`src/rtl/reaction_timer_pkg.sv`:
```
// Shared types and default parameter values for the reaction timer.
package reaction_timer_pkg;

    localparam int unsigned RAND_W_DEF    = 10;
    localparam int unsigned MIN_DELAY_DEF = 16;
    localparam int unsigned RT_W_DEF      = 12;

    typedef enum logic [2:0] {
        IDLE,
        WAIT,
        GO,
        DONE,
        FALSE
    } rt_state_e;

endpackage

```
`src/rtl/reaction_timer.sv`:
```
// One round of a reaction game: random wait, GO light, then response time measured in ticks.
// Presses before GO end the round as a false start.
module reaction_timer
    import reaction_timer_pkg::*;
#(
    parameter int unsigned RAND_W    = RAND_W_DEF,
    parameter int unsigned MIN_DELAY = MIN_DELAY_DEF,
    parameter int unsigned RT_W      = RT_W_DEF
) (
    input  logic              clk,
    input  logic              reset,
    input  logic              tick,
    input  logic              start,
    input  logic              press,
    input  logic [RAND_W-1:0] rand_val,
    output logic              led_go,
    output logic              done,
    output logic              false_start,
    output logic [RT_W-1:0]   reaction_time
);

    localparam int unsigned   DLY_W  = RAND_W + 1;
    localparam logic [RT_W-1:0] RT_MAX = '1;

    rt_state_e        state_q, state_d;
    logic [DLY_W-1:0] dly_cnt_q, dly_cnt_d;
    logic [RT_W-1:0]  rt_cnt_q, rt_cnt_d;
    logic [RT_W-1:0]  rt_res_q, rt_res_d;

    always_comb begin
        // NOTE: every next-state signal defaults to its current value first, so no path infers a latch.
        state_d   = state_q;
        dly_cnt_d = dly_cnt_q;
        rt_cnt_d  = rt_cnt_q;
        rt_res_d  = rt_res_q;

        unique case (state_q)
            IDLE, DONE, FALSE: begin
                if (start) begin
                    state_d   = WAIT;
                    dly_cnt_d = DLY_W'(MIN_DELAY) + DLY_W'(rand_val);
                    rt_cnt_d  = '0;
                    rt_res_d  = '0;
                end
            end
            WAIT: begin
                // A press wins over a coincident tick, leaving the delay count frozen.
                if (press) begin
                    state_d = FALSE;
                end else if (tick) begin
                    dly_cnt_d = dly_cnt_q - DLY_W'(1);
                    if (dly_cnt_q == DLY_W'(1)) begin
                        state_d = GO;
                    end
                end
            end
            GO: begin
                if (press) begin
                    state_d  = DONE;
                    rt_res_d = rt_cnt_q;
                end else if (tick) begin
                    if (rt_cnt_q == RT_MAX) begin
                        state_d  = DONE;
                        rt_res_d = RT_MAX;
                    end else begin
                        rt_cnt_d = rt_cnt_q + RT_W'(1);
                    end
                end
            end
            default: state_d = IDLE;
        endcase
    end

    always_ff @(posedge clk) begin
        // NOTE: sequential state uses non-blocking assignments so all registers update together.
        if (reset) begin
            state_q   <= IDLE;
            dly_cnt_q <= '0;
            rt_cnt_q  <= '0;
            rt_res_q  <= '0;
        end else begin
            state_q   <= state_d;
            dly_cnt_q <= dly_cnt_d;
            rt_cnt_q  <= rt_cnt_d;
            rt_res_q  <= rt_res_d;
        end
    end

    assign led_go        = (state_q == GO);
    assign done          = (state_q == DONE);
    assign false_start   = (state_q == FALSE);
    assign reaction_time = rt_res_q;

endmodule

```
`config.mk`:
```
export PLATFORM = sky130hd
export DESIGN_NAME = reaction_timer
export DESIGN_NICKNAME = d
export VERILOG_FILES = /design/src/rtl/reaction_timer_pkg.sv /design/src/rtl/reaction_timer.sv
export SDC_FILE = /design/constraint.sdc
export NUM_CORES = 1
export LEC_CHECK = 0
export ABC_AREA = 1
export BUFFER_PORTS_ARGS = -buffer_cell sky130_fd_sc_hd__buf_2
export CAP_MARGIN = 20
export CORE_MARGIN = 2
export CORE_UTILIZATION = 45
export CTS_CLUSTER_SIZE = 20
export DETAILED_ROUTE_END_ITERATION = 6
export SLEW_MARGIN = 20
export SYNTH_ARGS = -nofsm -noshare
export SYNTH_HDL_FRONTEND = slang
export SYNTH_SLANG_ARGS = --single-unit
```
`constraint.sdc`:
```
create_clock -name clk -period 2.2 [get_ports clk]
set_clock_uncertainty 0.05 [all_clocks]
set_input_delay 0.66 -clock clk [delete_from_list [all_inputs] [get_ports clk]]
set_output_delay 0.66 -clock clk [all_outputs]
set_load 0.02 [all_outputs]
```
# [After elaboration in Yosys (flattened, before gate mapping)]
# Cells that the tools add are included.
[word_totals] regBits=38 output_inout_bits=15 word_cells=52
[op_classes] add_sub_neg=3 eq_ne=16 muxes=21 n_reduce_logical=8
[ops] op="12-bit 2-to-1 mux" n=7
[ops] op="12-bit one-hot mux with 2 select lines" n=2
[ops] op="11-bit 2-to-1 mux" n=3
[ops] op="11-bit one-hot mux with 2 select lines" n=1
[ops] op="3-bit 2-to-1 mux" n=7
[ops] op="12-bit by 1-bit adder with 12-bit output (second input constant)" n=1
[ops] op="12-bit equality test (second input constant)" n=1
[ops] op="2-bit != test (second input constant)" n=6
[ops] op="5-bit by 10-bit adder with 11-bit output (first input constant)" n=1
[ops] op="11-bit by 1-bit equality test with 1-bit output (second input constant)" n=1
[ops] op="11-bit by 1-bit subtractor with 11-bit output (second input constant)" n=1
[ops] op="5-bit AND reduction" n=2
[ops] op="3-bit != test (second input constant)" n=3
[ops] op="3-bit one-hot mux with 3 select lines" n=1
[ops] op="4-bit AND reduction" n=2
[ops] op="3-bit by 2-bit equality test with 1-bit output (second input constant)" n=2
[ops] op="2-bit nonzero test" n=2
[ops] op="3-bit by 1-bit equality test with 1-bit output (second input constant)" n=1
[ops] op="3-bit equality test (second input constant)" n=1
[ops] op="3-bit logical NOT" n=1
[ops] op="3-bit by 2-bit != test with 1-bit output (second input constant)" n=1
[ops] op="3-bit OR reduction" n=1

# [Depth between registers and ports, before layout]
# Gate-level depths: netlist of run 1.
[depth] depth_word=5 depth_mapped=11 ltp_nobuf=11

# [Worst setup path after synthesis of run 1]
# OpenSTA, ideal clock, no wires.
[synth_path] kind="reg-to-output" from="reg state_q[1]" to="out led_go" arrival_time_ns=0.948 required_time_ns=1.490 path_slack_ns=0.542 stages_incl_launch_ff=4 n_path_buf=1 cell_sequence="dfxtp_1 > nand3_2 > inv_2 > buf_2"
[synth_between] elab_chain_len=1
[synth_rtl] item="from (decl)" line="reaction_timer.sv:25" source="rt_state_e state_q, state_d;"
[synth_rtl] item="from (signal assigned)" line="reaction_timer.sv:82" source="state_q <= state_d;"
[synth_rtl] item="3-bit by 2-bit equality test with 1-bit output" line="reaction_timer.sv:89" source="assign led_go = (state_q == GO);"
[synth_rtl] item="to (decl)" line="reaction_timer.sv:16" source="output logic led_go,"
# No other way between the ends.

# [Worst setup path after layout of run 1]
# Ends and elaborated chain as after synthesis.

==> results of run 1 <==
cells by family (layout without fill, tap and decap cells):
| kind of cell | count (synthesis) | after routing |
|---|---|---|
| AND/OR/NAND/NOR | 178 | 178 |
| AO/OA/AOI/OAI | 84 | 84 |
| buffers and inverters | 59 | 91 |
| flip-flops | 38 | 38 |
| adder cells (fa/ha/maj) | 4 | 4 |
| XOR/XNOR | 1 | 1 |
registers in the layout, indices dropped and copies added, names as in the netlist:
register and flops:
state_q 3, dly_cnt_q 11, rt_cnt_q 12, reaction_time 12
cells in the final DEF (no fill, tap or decap), types with 2 or more instances in the layout:
cell	n
nand2_1	91
nor2_1	47
inv_1	43
a21oi_1	38
dfxtp_1	38
o21ai_0	36
buf_2	29
nand3_1	14
nand2_2	7
nand4_1	6
clkbuf_8	6
buf_4	6
nor3_1	5
inv_2	4
ha_1	4
nand3_2	3
a21oi_2	3
a31oi_1	2
a31o_2	2
bufinv_16	2
worst register-to-register path, delay by kind of cell (launching register included):
family          cells  cell delay [ps]
simple gates        5              850
compound gates      1              240
fa+ha+maj           1              190
flops               1              380
power groups by stage:
stage                     clock, mW  sequential [mW]  combinational, mW
after floorplan                   0             1.06              0.953
after global placement            0             1.01               1.30
after detailed placement          0             1.01               1.31
after CTS                     0.759            0.998               1.32
after global routing          0.780             1.03               1.52
final                         0.742            0.998               1.31
layout make-up:
cell class / instances / area, um^2
multi-input combinational: 267 / 1280
timing repair buffer: 35 / 190
clock buffer: 6 / 82.6
inverter: 48 / 180
sequential: 38 / 761
fill: 518 / 2180
tap: 67 / 83.8
clock inverter: 2 / 60.1
worst max-delay path by stage:
stage,from,to,slack (ps),cells past startpoint
2_1_floorplan,state_q[1],led_go,540,3
3_5_place_dp,press,rt_cnt_q[6],300,9
4_1_cts,state_q[1],led_go,170,3
3_3_place_gp,press,rt_cnt_q[7],340,8
5_1_grt,state_q[2],led_go,90,4
6_report,state_q[1],led_go,170,3
layer usage:
layer / routed length, um / track usage [%] / vias to the layer above / part of all wire, %
li1: - / - / 1231 / -
met1: 2680 / 29.9 / 1015 / 51
met2: 2200 / 30.6 / 60 / 42
met3: 345 / 3.57 / 7 / 6.5
met4: 66 / 7.21 / 0 / 1.2
met5: 0 / 0 / - / 0
per-stage QoR:
stage	total power, mW	utilization, %
2_1_floorplan	2.01	-
3_3_place_gp	2.31	51.7
3_5_place_dp	2.33	51.7
4_1_cts	3.07	54.7
5_1_grt	3.33	54.7
6_report	3.05	54.7
==> impl_metrics.yaml, run 1 <==
setup_path:
  crit_chain: "nand3_2 -> inv_2 -> buf_2"
  cp_top_family: "flip-flops"
  cp.arrival_ps: 1320
  cp_slowest_cell: "dfxtp_1"
  cp_max_fo: 12
  start_kind: "flop"
  cp.buffers_inverters: 2
  reg2reg_to: "reaction_time[1]"
  crit_type: "flop to output pin"
  r2r_start: "rt_cnt_q[0]"
  cpPeakStageDelay_ps: 470
  cp-end-kind: "output pin"
  required_ps: 1490
  worst-r2r-cell-count: 7
  reg2reg_setup_slack_ps: 420
floorplanning:
  start_util_pct: 47.5
  ios: 30
  rows: 25
  core-area_um2: 4820
  dieHeight_um: 75.3
  die_area_um2: 5670
  fp.dieW_um: 75.3
sta:
  finalMaxSlewViolations: 0
  setup_slack_ps: 172
  tightest_slew_ps: 435
  whs_ps: 387
  rsz0062_at_grt: "false"
  fmax_mhz: 493
  setup_viol: 0
  fin_crit_ps: 2030
  finalSetupTns_ps: 0
  hold_viol: 0
  maxSlewHeadroom_pct: 71.0
  finalCritPeriodShare_pct: 92.2
cts:
  path_clk_slew_ps: 70
  cts.sinks: 38
  cts_resized: 0
  numCtsBuffers: 5
  post_cts_buffers: 0
  htree_levels: 2
  clock_latency_ps: 290
  tritoncts: "done"
  cts_hold_buf: 0
  cts_root_buf: "clkbuf_8"
  clk_path_buf_depth: 2
finish:
  diodes: 0
  drive_above_1_share_pct: 16.7
  stdcell_count: 463
  syn_to_final_growth_pct: 15.1
  nets: 414
  final_cell_area_um2: 2640
outcome:
  status: "finished clean"
synth:
  yosysMostFrequentCell: "nand2_1"
  yosysTopAreaCellShare_pct: 33.2
  ys_seq_area_share_pct: 33.2
  yosysWarnings: 0
  syn_inst: 364
  async_flop_share_pct: 0
  synth.largest_area_cell: "dfxtp_1"
  synthTopCellsByCount: "nand2_1, nor2_1, inv_1"
  synth-seq-cells: 38
  yosys.area_share.simple_pct: 33.3
  synth_top_family_by_area: "simple AND/OR/NAND/NOR gates"
  avgSynthCellArea_um2: 6.29
  synth-xor-area-share_pct: 0.383
  synth_fa_ha_area_share_pct: 2.19
  synth_edf_count: 0
  synth_compound_area_share_pct: 20.0
  synthesis.area_um2: 2290
  synthTopCellsByArea: "dfxtp_1, nand2_1, a21oi_1, o21ai_0, nor2_1"
  syn-num-nets: 383
  synth_ff_type: "dfxtp_1"
  muxShareOfSynthArea_pct: 0
  synth_cell_types: 29
grt:
  grt_pass1_wl_um: 8980
  grt_max_degree: 29
  antenna_found_initial: 0
  grt-ovfl-total: 0
  grt_pass1_vias: 2006
  grt_use_total_pct: 20.6
run:
  maxCapViolations: 0
power_and_ir_drop:
  power.clock.fraction_pct: 24.3
  leakagePower_nw: 1.17
  power.share.switching_pct: 41.2
  p_sw_mw: 1.26
  peakVddDrop_mv: 0.547
  p_int_mw: 1.79
  powerDensity_nw_per_um2: 1160
  power.share.sequential_pct: 32.7
  p_comb_share_pct: 43.0
place:
  dp.cells: 455
  portBuffers: 29
  placed_cell_area_um2: 2490
  dp_slack_ps: 296
  dpl.hpwl_um: 3920
  gp_congestion: 0.831
drt:
  drtIter0Drc: 150
  wirelength_um: 5290
  via_count: 2313
  wire_per_inst_um: 11.4
  ant_nets: 0
  drt_drc_violations_left: 0
  dr.pass1.iters: 4
  vias_per_cell: 5.00
hold_path:
  min-delay-path-class: "flop to flop"
  holdPathStages: 2
  worstHoldStart: "reaction_time[0]"
  hold-path-endpoint: "reaction_time[0]"
(Power assumes the default switching activity.)
==> run 2: changes to the inputs <==
- SETUP_SLACK_MARGIN: not set -> 0.5
==> impl_metrics.yaml, run 2 (same netlist as run 1, synthesis figures left out) <==
finish:
  diodes: 0
  drive_above_1_share_pct: 25.7
  syn_to_final_growth_pct: 26.6
  layout_common_cells: "nand2_1, inv_1, nor2_1"
  stdcell_count: 476
  multi_input_area_um2: 1390
  nets: 427
  fillers: 493
  final_common_cell: "nand2_1"
  ff_latch_area_um2: 774
cts:
  numCtsBuffers: 5
  cts.sinks: 38
  clk_path_buf_depth: 2
  tritoncts: "done"
  htree_levels: 2
  path_clk_slew_ps: 80
  clock_latency_ps: 290
  cts_root_buf: "clkbuf_8"
floorplanning:
  start_util_pct: 47.5
  die_area_um2: 5670
  core-area_um2: 4820
  dieHeight_um: 75.3
  rows: 25
  fp.dieW_um: 75.3
  ios: 30
drt:
  via_count: 2394
  dr.pass1.iters: 4
  wirelength_um: 5790
  drtIter0Drc: 156
  vias_per_cell: 5.03
  ant_nets: 0
  drt_drc_violations_left: 0
  wire_per_inst_um: 12.2
grt:
  use_met3_pct: 3.70
  met2_usage_pct: 32.4
  grt_max_degree: 29
  grt_use_met1_pct: 31.1
  grt_use_total_pct: 21.6
  grt-ovfl-total: 0
  grt_pass1_wl_um: 9410
  grt_busiest_layer: "met2"
  grt_pass1_vias: 2098
  antenna_found_initial: 0
sta:
  rsz0062_at_grt: "true"
  maxSlewHeadroom_pct: 80.3
  setup_viol: 0
  hold_viol: 0
  finalMaxSlewViolations: 0
  tightest_slew_ps: 294
  finalSetupTns_ps: 0
  fin_crit_ps: 1750
  fmax_mhz: 571
  finalCritPeriodShare_pct: 79.7
power_and_ir_drop:
  peakVddDrop_mv: 0.566
  powerDensity_nw_per_um2: 1140
  leakagePower_nw: 1.25
setup_path:
  reg2reg_to: "dly_cnt_q[2]"
  crit_type: "flop to output pin"
  cp-end-kind: "output pin"
  cpPeakStageDelay_ps: 370
  worst-r2r-cell-count: 9
  cp.buffers_inverters: 3
  required_ps: 1490
  crit_chain: "inv_4 -> nand3_4 -> inv_6 -> buf_6"
  cp_slowest_cell: "dfxtp_4"
  cp.arrival_ps: 1040
  reg2reg_setup_slack_ps: 600
  cp_top_family: "flip-flops"
  start_kind: "flop"
  cp_max_fo: 5
  r2r_start: "state_q[0]"
  crit_start: "state_q[0]"
hold_path:
  worstHoldStart: "reaction_time[0]"
  holdPathStages: 2
  min-delay-path-class: "flop to flop"
  hold-path-endpoint: "reaction_time[0]"
place:
  dp.cells: 455
  portBuffers: 29
  dpl.hpwl_um: 3920
  gp_congestion: 0.831
run:
  maxCapViolations: 0
outcome:
  status: "finished clean"
==> run 2: through the flow <==
step / util (%) / setup slack [ps] / hold slack (ps) / cell area [um^2] / power, mW
3_5_place_dp: 51.7 / 296 / 379 / 2490 / 2.33
3_3_place_gp: 51.7 / 343 / 376 / 2490 / 2.31
6_report: 60.2 / 447 / 387 / 2900 / 3.30
5_1_grt: 60.2 / 406 / 412 / 2900 / 3.58
2_1_floorplan: - / 542 / 402 / 2290 / 2.01
4_1_cts: 57.5 / 427 / 391 / 2770 / 3.19
==> run 2: cell type report <==
type                       count  area share [%]
clock buffer                   6            2.85
clock inverter                 2            2.07
inverter                      48            6.74
multi-input combinational    268            48.1
sequential                    38            26.7
tap                           67            2.89
timing repair buffer          47            10.6
==> run 2: power breakdown <==
| part | switching, mW | internal [mW] | total, mW |
|---|---|---|---|
| Clock | 0.263 | 0.484 | 0.747 |
| Combinational | 0.953 | 0.583 | 1.54 |
| Sequential | 0.153 | 0.864 | 1.02 |
==> run 2: how the worst max path moves through the flow <==
stage / to / cells past startpoint
6_report: led_go / 4
3_3_place_gp: rt_cnt_q[7] / 8
2_1_floorplan: led_go / 3
5_1_grt: done / 3
3_5_place_dp: rt_cnt_q[6] / 9
4_1_cts: led_go / 4
==> run 2: layer usage <==
layer	wire length, um	vias to the layer above
met5	0	-
li1	-	1256
met1	2850	1062
met3	346	9
met4	76	0
met2	2510	67
==> run 2: worst register-to-register path, cell delays in order (launching register included) <==
cell	delay [ps]
dfxtp_4	390
inv_4	60
buf_4	130
nor2_4	100
nor2_1	60
a21oi_1	140
nand2_2	140
buf_4	190
o21ai_0	150
a21oi_1	80
==> run 2: what timing repair did <==
| item | 4_1_cts | 5_1_grt |
|---|---|---|
| pin swaps | 4 | 4 |
| endpoints found under the setup margin | 29 | 38 |
| resized for setup | 22 | 31 |
| buffers inserted | 8 | 4 |
| hold buffers | 0 | 0 |
| cloned | 0 | 1 |
==> run 3: changes to the inputs <==
- PLACE_DENSITY: not set -> 0.67
- clock period: 2.2 -> 1.6 ns (I/O delays scaled with it)
==> impl_metrics.yaml, run 3 (same netlist as run 1, synthesis figures left out) <==
setup_path:
  cp_max_fo: 5
  crit_chain: "buf_8 -> o21ai_2 -> nand2_2 -> buf_4 -> buf_6 -> buf_6 -> nand2_4 -> inv_1 -> nand4_1 -> nand2_1 -> a21oi_2"
  crit_type: "flop to flop"
  cp-end-kind: "flop"
  path_common_cell: "buf_6"
  required_ps: 1790
  cpPeakStageDelay_ps: 370
  start_kind: "flop"
  cp_top_family: "buffers and inverters"
  cp.buffers_inverters: 5
  cp.arrival_ps: 1890
  cp_slowest_cell: "dfxtp_4"
power_and_ir_drop:
  p_comb_share_pct: 59.2
  power.clock.fraction_pct: 15.9
  p_int_mw: 3.36
  p_sw_mw: 2.69
  peakVddDrop_mv: 0.783
  powerDensity_nw_per_um2: 1570
  power.share.sequential_pct: 24.8
  leakagePower_nw: 1.57
  power.share.switching_pct: 44.4
finish:
  diodes: 0
  multi_input_area_um2: 1880
  nets: 458
  final_cell_area_um2: 3850
  final_common_cell: "nand2_1"
  fillers: 325
  syn_to_final_growth_pct: 68.1
  ff_latch_area_um2: 802
  drive_above_1_share_pct: 52.5
  layout_common_cells: "nand2_1, inv_1, nor2_1"
  fin_util_pct: 79.8
floorplanning:
  rows: 25
  dieHeight_um: 75.3
  die_area_um2: 5670
  start_util_pct: 47.5
  ios: 30
  fp.dieW_um: 75.3
  core-area_um2: 4820
cts:
  numCtsBuffers: 5
  clk_path_buf_depth: 2
  path_clk_slew_ps: 90
  cts_root_buf: "clkbuf_8"
  htree_levels: 2
  tritoncts: "done"
  cts.sinks: 38
  clock_latency_ps: 310
  cts_hold_buf: 0
run:
  maxCapViolations: 0
grt:
  grt_pass1_vias: 2393
  antenna_found_initial: 0
  grt_use_total_pct: 25.0
  grt_pass1_wl_um: 10900
  grt-ovfl-total: 0
  grt_max_degree: 29
sta:
  setup_viol: 11
  finalMaxSlewViolations: 0
  rsz0062_at_grt: "true"
  maxSlewHeadroom_pct: 78.1
  setup_slack_ps: -97.1
  hold_viol: 0
  finalCritPeriodShare_pct: 106
  fmax_mhz: 589
  fin_crit_ps: 1700
  tightest_slew_ps: 328
place:
  gp_congestion: 0.878
  portBuffers: 29
  dpl.hpwl_um: 4060
  placed_cell_area_um2: 2820
drt:
  ant_nets: 0
  wire_per_inst_um: 15.0
  dr.pass1.iters: 5
  drtIter0Drc: 211
  vias_per_cell: 5.39
  via_count: 2731
  wirelength_um: 7580
  drt_drc_violations_left: 0
outcome:
  violations: "negative setup slack"
  status: "finished, violations left"
hold_path:
  min-delay-path-class: "flop to flop"
==> run 3: final cells by class <==
| class | instances | share of cell area [%] |
|---|---|---|
| inverter | 48 | 6.08 |
| sequential | 38 | 20.9 |
| multi-input combinational | 270 | 48.9 |
| timing repair buffer | 75 | 18.3 |
| clock buffer | 6 | 2.44 |
| clock inverter | 2 | 1.01 |
| timing repair inverter | 1 | 0.228 |
| tap | 67 | 2.18 |
==> run 3: power by group through the flow <==
stage          sequential, mW  clock [mW]  combinational [mW]
2_1_floorplan            1.53           0                1.57
3_3_place_gp             1.46           0                2.07
3_5_place_dp             1.47           0                2.09
4_1_cts                  1.48       0.955                2.90
5_1_grt                  1.53       0.994                3.85
6_report                 1.50       0.964                3.58
==> run 3: final timing paths <==
kind | slack (ps) | start | depth (start not counted) | to
setup / recovery | -100 | state_q[2] | 11 | state_q[0]
hold reg to reg | 420 | reaction_time[3] | 2 | reaction_time[3]
hold / removal | 420 | reaction_time[3] | 2 | reaction_time[3]
setup reg to reg | -100 | state_q[2] | 11 | state_q[0]
==> run 3: stage by stage <==
stage | total power, mW | worst slack [ps] | hold slack [ps] | setup TNS, ps | cells
global route | 6.38 | -165 | 429 | -1800 | 507
floorplan | 3.10 | 166 | 402 | 0 | 364
global placement | 3.54 | -6.17 | 383 | -6.17 | 463
finish | 6.05 | -97.1 | 415 | -460 | 507
CTS | 5.34 | 2.48 | 410 | 0 | 497
detailed placement | 3.56 | -42.1 | 392 | -188 | 463
==> run 3: worst register-to-register path: cells and delay by family (launching register included) <==
family,cells,cell delay (ps)
flip-flops,1,370
buffers and inverters,5,570
AO/OA/AOI/OAI,2,260
AND/OR/NAND/NOR,4,380
==> run 3: timing repair <==
action | in CTS | in global routing
gates resized for setup | 115 | 67
buffers inserted | 21 | 10
setup endpoints to repair | 53 | 53
cloned | 5 | 0
pin swaps | 24 | 23
==> run 3: layer usage <==
metal	vias to the layer above	share of wire [%]	track usage [%]
met5	-	0	0
met4	0	2.0	7.60
li1	1335	-	-
met1	1298	43	34.3
met2	84	50	40.6
met3	14	4.9	3.84
